$ cat src/rtl/tree_node_dispatch.sv
`timescale 1ns/1ps
// Interior node of the generated module tree: dispatches upstream requests to one of
// NUM_CHILDREN children under per-child credit limits and round-robin merges their responses.
module tree_node_dispatch #(
  parameter int NUM_CHILDREN = 5,
  parameter int DATA_W       = 16,
  parameter int CREDITS      = 4,
  parameter int IDX_W        = $clog2(NUM_CHILDREN),
  parameter int CNT_W        = $clog2(CREDITS + 1)
) (
  input  logic                         clk,
  input  logic                         rst,
  input  logic                         req_valid_i,
  output logic                         req_ready_o,
  input  logic [IDX_W-1:0]             req_child_i,
  input  logic [DATA_W-1:0]            req_data_i,
  output logic [NUM_CHILDREN-1:0]      child_valid_o,
  input  logic [NUM_CHILDREN-1:0]      child_ready_i,
  output logic [DATA_W-1:0]            child_data_o,
  input  logic [NUM_CHILDREN-1:0]      rsp_valid_i,
  output logic [NUM_CHILDREN-1:0]      rsp_ready_o,
  input  logic [NUM_CHILDREN*DATA_W-1:0] rsp_data_i,
  output logic                         up_valid_o,
  input  logic                         up_ready_i,
  output logic [DATA_W-1:0]            up_data_o,
  output logic [IDX_W-1:0]             up_child_o,
  output logic                         busy_o,
  output logic [1:0]                   err_o
);

  logic                    stageValid_q, stageValid_d;
  logic [IDX_W-1:0]        stageChild_q, stageChild_d;
  logic [DATA_W-1:0]       stageData_q, stageData_d;
  logic [CNT_W-1:0]        creditCnt_q [NUM_CHILDREN];
  logic [CNT_W-1:0]        creditCnt_d [NUM_CHILDREN];
  logic [IDX_W-1:0]        rrPtr_q, rrPtr_d;
  logic                    upValid_q, upValid_d;
  logic [DATA_W-1:0]       upData_q, upData_d;
  logic [IDX_W-1:0]        upChild_q, upChild_d;
  logic [1:0]              err_q, err_d;

  logic                    reqLegal, stageReady, creditOk, reqReady, reqAccept, reqLoad;
  logic                    canGrant, grantValid, anyCredit;
  logic [IDX_W-1:0]        grantIdx;
  logic [DATA_W-1:0]       grantData;
  logic [NUM_CHILDREN-1:0] grantOneHot;
  logic [NUM_CHILDREN-1:0] incMask;

  // Illegal targets bypass the credit check so they can be accepted and dropped.
  always_comb begin
    reqLegal   = (int'(req_child_i) < NUM_CHILDREN);
    stageReady = !stageValid_q;
    creditOk   = 1'b1;
    for (int i = 0; i < NUM_CHILDREN; i++) begin
      if (stageValid_q && int'(stageChild_q) == i && child_ready_i[i]) begin
        stageReady = 1'b1;
      end
      if (reqLegal && int'(req_child_i) == i && creditCnt_q[i] >= CNT_W'(CREDITS)) begin
        creditOk = 1'b0;
      end
    end
    reqReady  = stageReady && creditOk;
    reqAccept = req_valid_i && reqReady;
    reqLoad   = reqAccept && reqLegal;

    stageValid_d = stageValid_q;
    stageChild_d = stageChild_q;
    stageData_d  = stageData_q;
    if (reqLoad) begin
      stageValid_d = 1'b1;
      stageChild_d = req_child_i;
      stageData_d  = req_data_i;
    end else if (stageReady) begin
      stageValid_d = 1'b0;
    end
  end

  always_comb begin
    child_valid_o = '0;
    for (int i = 0; i < NUM_CHILDREN; i++) begin
      child_valid_o[i] = stageValid_q && int'(stageChild_q) == i;
    end
  end

  // Scan downward from the pointer so the closest requester at or after it wins.
  always_comb begin
    int idx;
    idx        = 0;
    canGrant   = (!upValid_q || up_ready_i) && !rst;
    grantValid = 1'b0;
    grantIdx   = '0;
    for (int k = NUM_CHILDREN - 1; k >= 0; k--) begin
      idx = int'(rrPtr_q) + k;
      if (idx >= NUM_CHILDREN) begin
        idx = idx - NUM_CHILDREN;
      end
      if (rsp_valid_i[idx]) begin
        grantValid = 1'b1;
        grantIdx   = IDX_W'(idx);
      end
    end

    grantOneHot = '0;
    grantData   = '0;
    for (int i = 0; i < NUM_CHILDREN; i++) begin
      grantOneHot[i] = canGrant && grantValid && int'(grantIdx) == i;
      if (int'(grantIdx) == i) begin
        grantData = rsp_data_i[i*DATA_W +: DATA_W];
      end
    end

    rrPtr_d   = rrPtr_q;
    upValid_d = upValid_q;
    upData_d  = upData_q;
    upChild_d = upChild_q;
    if (canGrant && grantValid) begin
      rrPtr_d   = (int'(grantIdx) == NUM_CHILDREN - 1) ? '0 : grantIdx + IDX_W'(1);
      upValid_d = 1'b1;
      upData_d  = grantData;
      upChild_d = grantIdx;
    end else if (up_ready_i) begin
      upValid_d = 1'b0;
    end
  end

  // A response with no credit outstanding still drains but flags an underflow.
  always_comb begin
    err_d     = err_q;
    anyCredit = 1'b0;
    incMask   = '0;
    if (reqAccept && !reqLegal) begin
      err_d[0] = 1'b1;
    end
    for (int i = 0; i < NUM_CHILDREN; i++) begin
      incMask[i]     = reqLoad && int'(req_child_i) == i;
      creditCnt_d[i] = creditCnt_q[i];
      anyCredit      = anyCredit || (creditCnt_q[i] != '0);
      if (grantOneHot[i] && creditCnt_q[i] == '0) begin
        err_d[1] = 1'b1;
      end
      if (incMask[i] && !grantOneHot[i]) begin
        creditCnt_d[i] = creditCnt_q[i] + CNT_W'(1);
      end else if (grantOneHot[i] && !incMask[i] && creditCnt_q[i] != '0) begin
        creditCnt_d[i] = creditCnt_q[i] - CNT_W'(1);
      end
    end
  end

  always_ff @(posedge clk or posedge rst) begin
    if (rst) begin
      stageValid_q <= 1'b0;
      stageChild_q <= '0;
      stageData_q  <= '0;
      rrPtr_q      <= '0;
      upValid_q    <= 1'b0;
      upData_q     <= '0;
      upChild_q    <= '0;
      err_q        <= '0;
      for (int i = 0; i < NUM_CHILDREN; i++) begin
        creditCnt_q[i] <= '0;
      end
    end else begin
      stageValid_q <= stageValid_d;
      stageChild_q <= stageChild_d;
      stageData_q  <= stageData_d;
      rrPtr_q      <= rrPtr_d;
      upValid_q    <= upValid_d;
      upData_q     <= upData_d;
      upChild_q    <= upChild_d;
      err_q        <= err_d;
      for (int i = 0; i < NUM_CHILDREN; i++) begin
        creditCnt_q[i] <= creditCnt_d[i];
      end
    end
  end

  assign req_ready_o  = reqReady;
  assign child_data_o = stageData_q;
  assign rsp_ready_o  = grantOneHot;
  assign up_valid_o   = upValid_q;
  assign up_data_o    = upData_q;
  assign up_child_o   = upChild_q;
  assign busy_o       = anyCredit || stageValid_q || upValid_q;
  assign err_o        = err_q;

endmodule

$ cat config.mk
export PLATFORM = sky130hd
export DESIGN_NAME = tree_node_dispatch
export DESIGN_NICKNAME = d
export VERILOG_FILES = /design/src/rtl/tree_node_dispatch.sv
export SDC_FILE = /design/constraint.sdc
export NUM_CORES = 1
export LEC_CHECK = 0
export CAP_MARGIN = 30
export CORE_MARGIN = 5
export CORE_UTILIZATION = 46
export CTS_CLUSTER_SIZE = 14
export DETAILED_ROUTE_END_ITERATION = 7
export GPL_TIMING_DRIVEN = 0
export HOLD_SLACK_MARGIN = 0.12
export PLACE_DENSITY = 0.87
export SYNTH_ARGS = -nofsm -noshare
export SYNTH_HDL_FRONTEND = slang
export SYNTH_SLANG_ARGS = --single-unit
$ cat constraint.sdc
create_clock -name clk -period 6.4 [get_ports clk]
set_input_delay 0.64 -clock clk [delete_from_list [all_inputs] [get_ports clk]]
set_output_delay 0.64 -clock clk [all_outputs]
set_load 0.05 [all_outputs]
==> results.sh <==
export IMPL_status="complete, no violations"
export IMPL_r2r_worst_path_cells=19
export IMPL_cts_tree="yes"
export IMPL_r2r_start="rrPtr_q[0]$_DFFE_PP0P_"
export IMPL_drive_above_1_share_pct=16.0
export IMPL_layout_common_cells="clkdlybuf4s50_1 (159), dfrtp_1 (60), nand2_1 (43)"
export IMPL_grt_pass1_vias=5016
export IMPL_cts_hold_buffers=0
export IMPL_use_met1_pct=27.9
export IMPL_port_buffers=159
export IMPL_dpl_hpwl_um=11900
export IMPL_grt_remaining_overflow=0
export IMPL_slew_headroom_pct=31.8
export IMPL_die_area_um2=12300
export IMPL_hp_start="err_o[0]$_DFFE_PP0P_"
export IMPL_area_growth_pct=42.1
export IMPL_grt_first_pass_wirelength_um=24400
export IMPL_maxCapViolCount=0
export IMPL_first_pass_iters=5
export IMPL_placed_cells=788
export IMPL_ant_nets=0
export IMPL_period_share_pct=94.8
export IMPL_finalHoldViolations=0
export IMPL_clk_path_buf_depth=2
export IMPL_first_iter_violations=351
export IMPL_stdcell_count=804
export IMPL_drv_slew=0
export IMPL_cts_resized_gates=0
export IMPL_nNetsFinal=796
export IMPL_coreArea_um2=10100
export IMPL_use_met2_pct=42.6
export IMPL_r2r_end="creditCnt_q[8]$_DFFE_PP0P_"
export IMPL_routed_wl_um=15000
export IMPL_place_gp_congestion=0.981
export IMPL_end_kind="output pin"
export IMPL_r2r_setup_slack_ns=1.27
export IMPL_htree_levels=3
export IMPL_finalSetupViolCount=0
export IMPL_placedInstanceArea_um2=6490
export IMPL_critical_path_class="flip-flop to output pin"
export IMPL_synthTopCellsByArea="dfrtp_1 (32%), mux2_2 (4.5%), ha_1 (4.0%), a21oi_1 (3.6%), nand2_1 (3.4%)"
export IMPL_ys_flop_type="dfrtp_1"
export IMPL_initial_core_util_pct=46.4
export IMPL_ys_ff_latch=60
export IMPL_fin_area_um2=6690
export IMPL_syn_area_um2=4700
export IMPL_fmax_ghz=0.165
export IMPL_dr_total_vias=4774
export IMPL_met3_usage_pct=6.88
export IMPL_ioPinCount=163
export IMPL_drcViolationCount=0
export IMPL_hold_path_endpoint="err_o[0]$_DFFE_PP0P_"
export IMPL_postSynthNetCount=625
export IMPL_min_path_cells=1
export IMPL_syn_inst=492
export IMPL_die_width_um=111
export IMPL_worstPathMaxFanout=10
export IMPL_cp_arrival_ns=5.43
export IMPL_cts_made_buffers=9
export IMPL_min_period_ns=6.07
export IMPL_synth_edf_count=0
export IMPL_root_buffer="clkbuf_8"
export IMPL_final_common_cell="clkdlybuf4s50_1"
export IMPL_yosysSeqAreaShare_pct=31.9
export IMPL_die_h_um=111
export IMPL_yosysTopAreaCellShare_pct=31.9
export IMPL_grt_setup_unrepaired="false"
export IMPL_routedWlPerCell_um=18.7
export IMPL_ys_warn_count=0
export IMPL_synth_cell_types=83
export IMPL_async_reset_ff_share_pct=100
export IMPL_synth_top_area_cell="dfrtp_1"
export IMPL_worstMarginPinSlew_ns=1.01
export IMPL_busiest_layer="met2"
export IMPL_antenna_found_initial=0
export IMPL_required_ns=5.76
export IMPL_avgSynthCellArea_um2=9.56
export IMPL_cts_clk_slew_worst_paths_ns=0.08
export IMPL_vias_per_cell=5.94
export IMPL_post_cts_setup_buffers=0
export IMPL_insertion_delay_ns=0.35
export IMPL_hold_class="flip-flop to flip-flop"
export IMPL_tns_ns=0
export IMPL_grt_start_max_net_pins=40
export IMPL_worst_clock_skew_ns=0.0150
export IMPL_clock_sinks=60
export IMPL_critPathLaunchType="flip-flop"
export IMPL_utilization_pct=66.0
export IMPL_n_antenna_cell=0
export IMPL_grt_usage_pct=24.1
export IMPL_rows=37
## cell usage after synthesis, types with 6 or more instances
cell and n:
ha_1 15, or2_2 18, o22ai_1 6, or3_1 7, inv_1 19, nor2_1 26
a221oi_1 17, nor3_1 9, a21oi_1 34, xnor2_1 7, mux2i_1 13, nor4_1 6
clkbuf_1 9, a21o_1 6, o221ai_1 15, buf_2 9, nand3_1 11, mux2_2 19
nand2b_1 6, nor2b_1 7, o21ai_0 15, nand2_1 43, dfrtp_1 60, o211ai_1 6
## worst max-delay path by stage
stage / startpoint / end / slack (ns) / cells after the start
after floorplan: rrPtr_q[0]$_DFFE_PP0P_ / rsp_ready_o[3] / 1.78 / 15
after global placement: rrPtr_q[0]$_DFFE_PP0P_ / rsp_ready_o[3] / 0.82 / 16
after detailed placement: rrPtr_q[0]$_DFFE_PP0P_ / rsp_ready_o[3] / 0.75 / 16
after CTS: rrPtr_q[0]$_DFFE_PP0P_ / rsp_ready_o[3] / 0.34 / 16
after global routing: rrPtr_q[0]$_DFFE_PP0P_ / rsp_ready_o[3] / 0.05 / 16
final: rrPtr_q[0]$_DFFE_PP0P_ / rsp_ready_o[3] / 0.33 / 16
## registers in the layout (all words and copies together) (netlist names)
| signal | cells |
|---|---|
| err_o | 2 |
| up_valid_o | 1 |
| stageValid_q | 1 |
| rrPtr_q | 3 |
| child_data_o | 16 |
| up_data_o | 16 |
| creditCnt_q | 15 |
| up_child_o | 3 |
| stageChild_q | 3 |
## logic make-up (layout without fill, tap and decap cells)
kind of cell | after synthesis | count (layout) | synth area share [%]
buffers and inverters | 49 | 225 | 5.43
and+or+nand+nor | 167 | 167 | 19.9
xor gates and xnor gates | 11 | 11 | 2.05
AOI/OAI and AO/OA | 147 | 147 | 24.5
adders and majority gates | 20 | 20 | 6.12
DFF | 60 | 60 | 31.9
muxes | 38 | 38 | 10.0
## routing by layer
metal / vias up / part of all wire [%]
met1: 2312 / 38
li1: 2196 / -
met5: - / 0
met3: 31 / 8.6
met4: 0 / 2.3
met2: 235 / 51
## critical path, stage by stage (launching register included)
cell and delay (ns):
dfrtp_1 0.43, buf_2 0.22, buf_6 0.16, inv_1 0.27, ha_1 0.21, inv_1 0.05
ha_1 0.36, or4_1 0.47, o211ai_2 0.16, mux2i_1 0.34, a221oi_4 0.13, o311a_1 0.42
o31a_1 0.39, nor2_1 0.14, ha_1 0.32, and2_1 0.17, clkdlybuf4s50_1 0.82
## through the flow
stage,worst slack (ns),hold WS (ns)
3_5_place_dp,0.753,0.486
4_1_cts,0.335,0.506
5_1_grt,0.0534,0.516
3_3_place_gp,0.818,0.463
6_report,0.334,0.503
2_1_floorplan,1.78,0.459
## layout make-up
| cell class | count | area, um^2 |
|---|---|---|
| repair buffers | 160 | 1610 |
| clock inverters | 7 | 76.3 |
| clock buffers | 9 | 124 |
| plain buffers | 28 | 169 |
| well taps | 136 | 170 |
| multi-input cells | 383 | 2950 |
| fillers | 781 | 3450 |
| inverters | 21 | 86.3 |
| flip-flops and latches | 60 | 1500 |
Power is not shown: default switching activity piles up to over one toggle a cycle in this logic, so the estimate is an artifact.
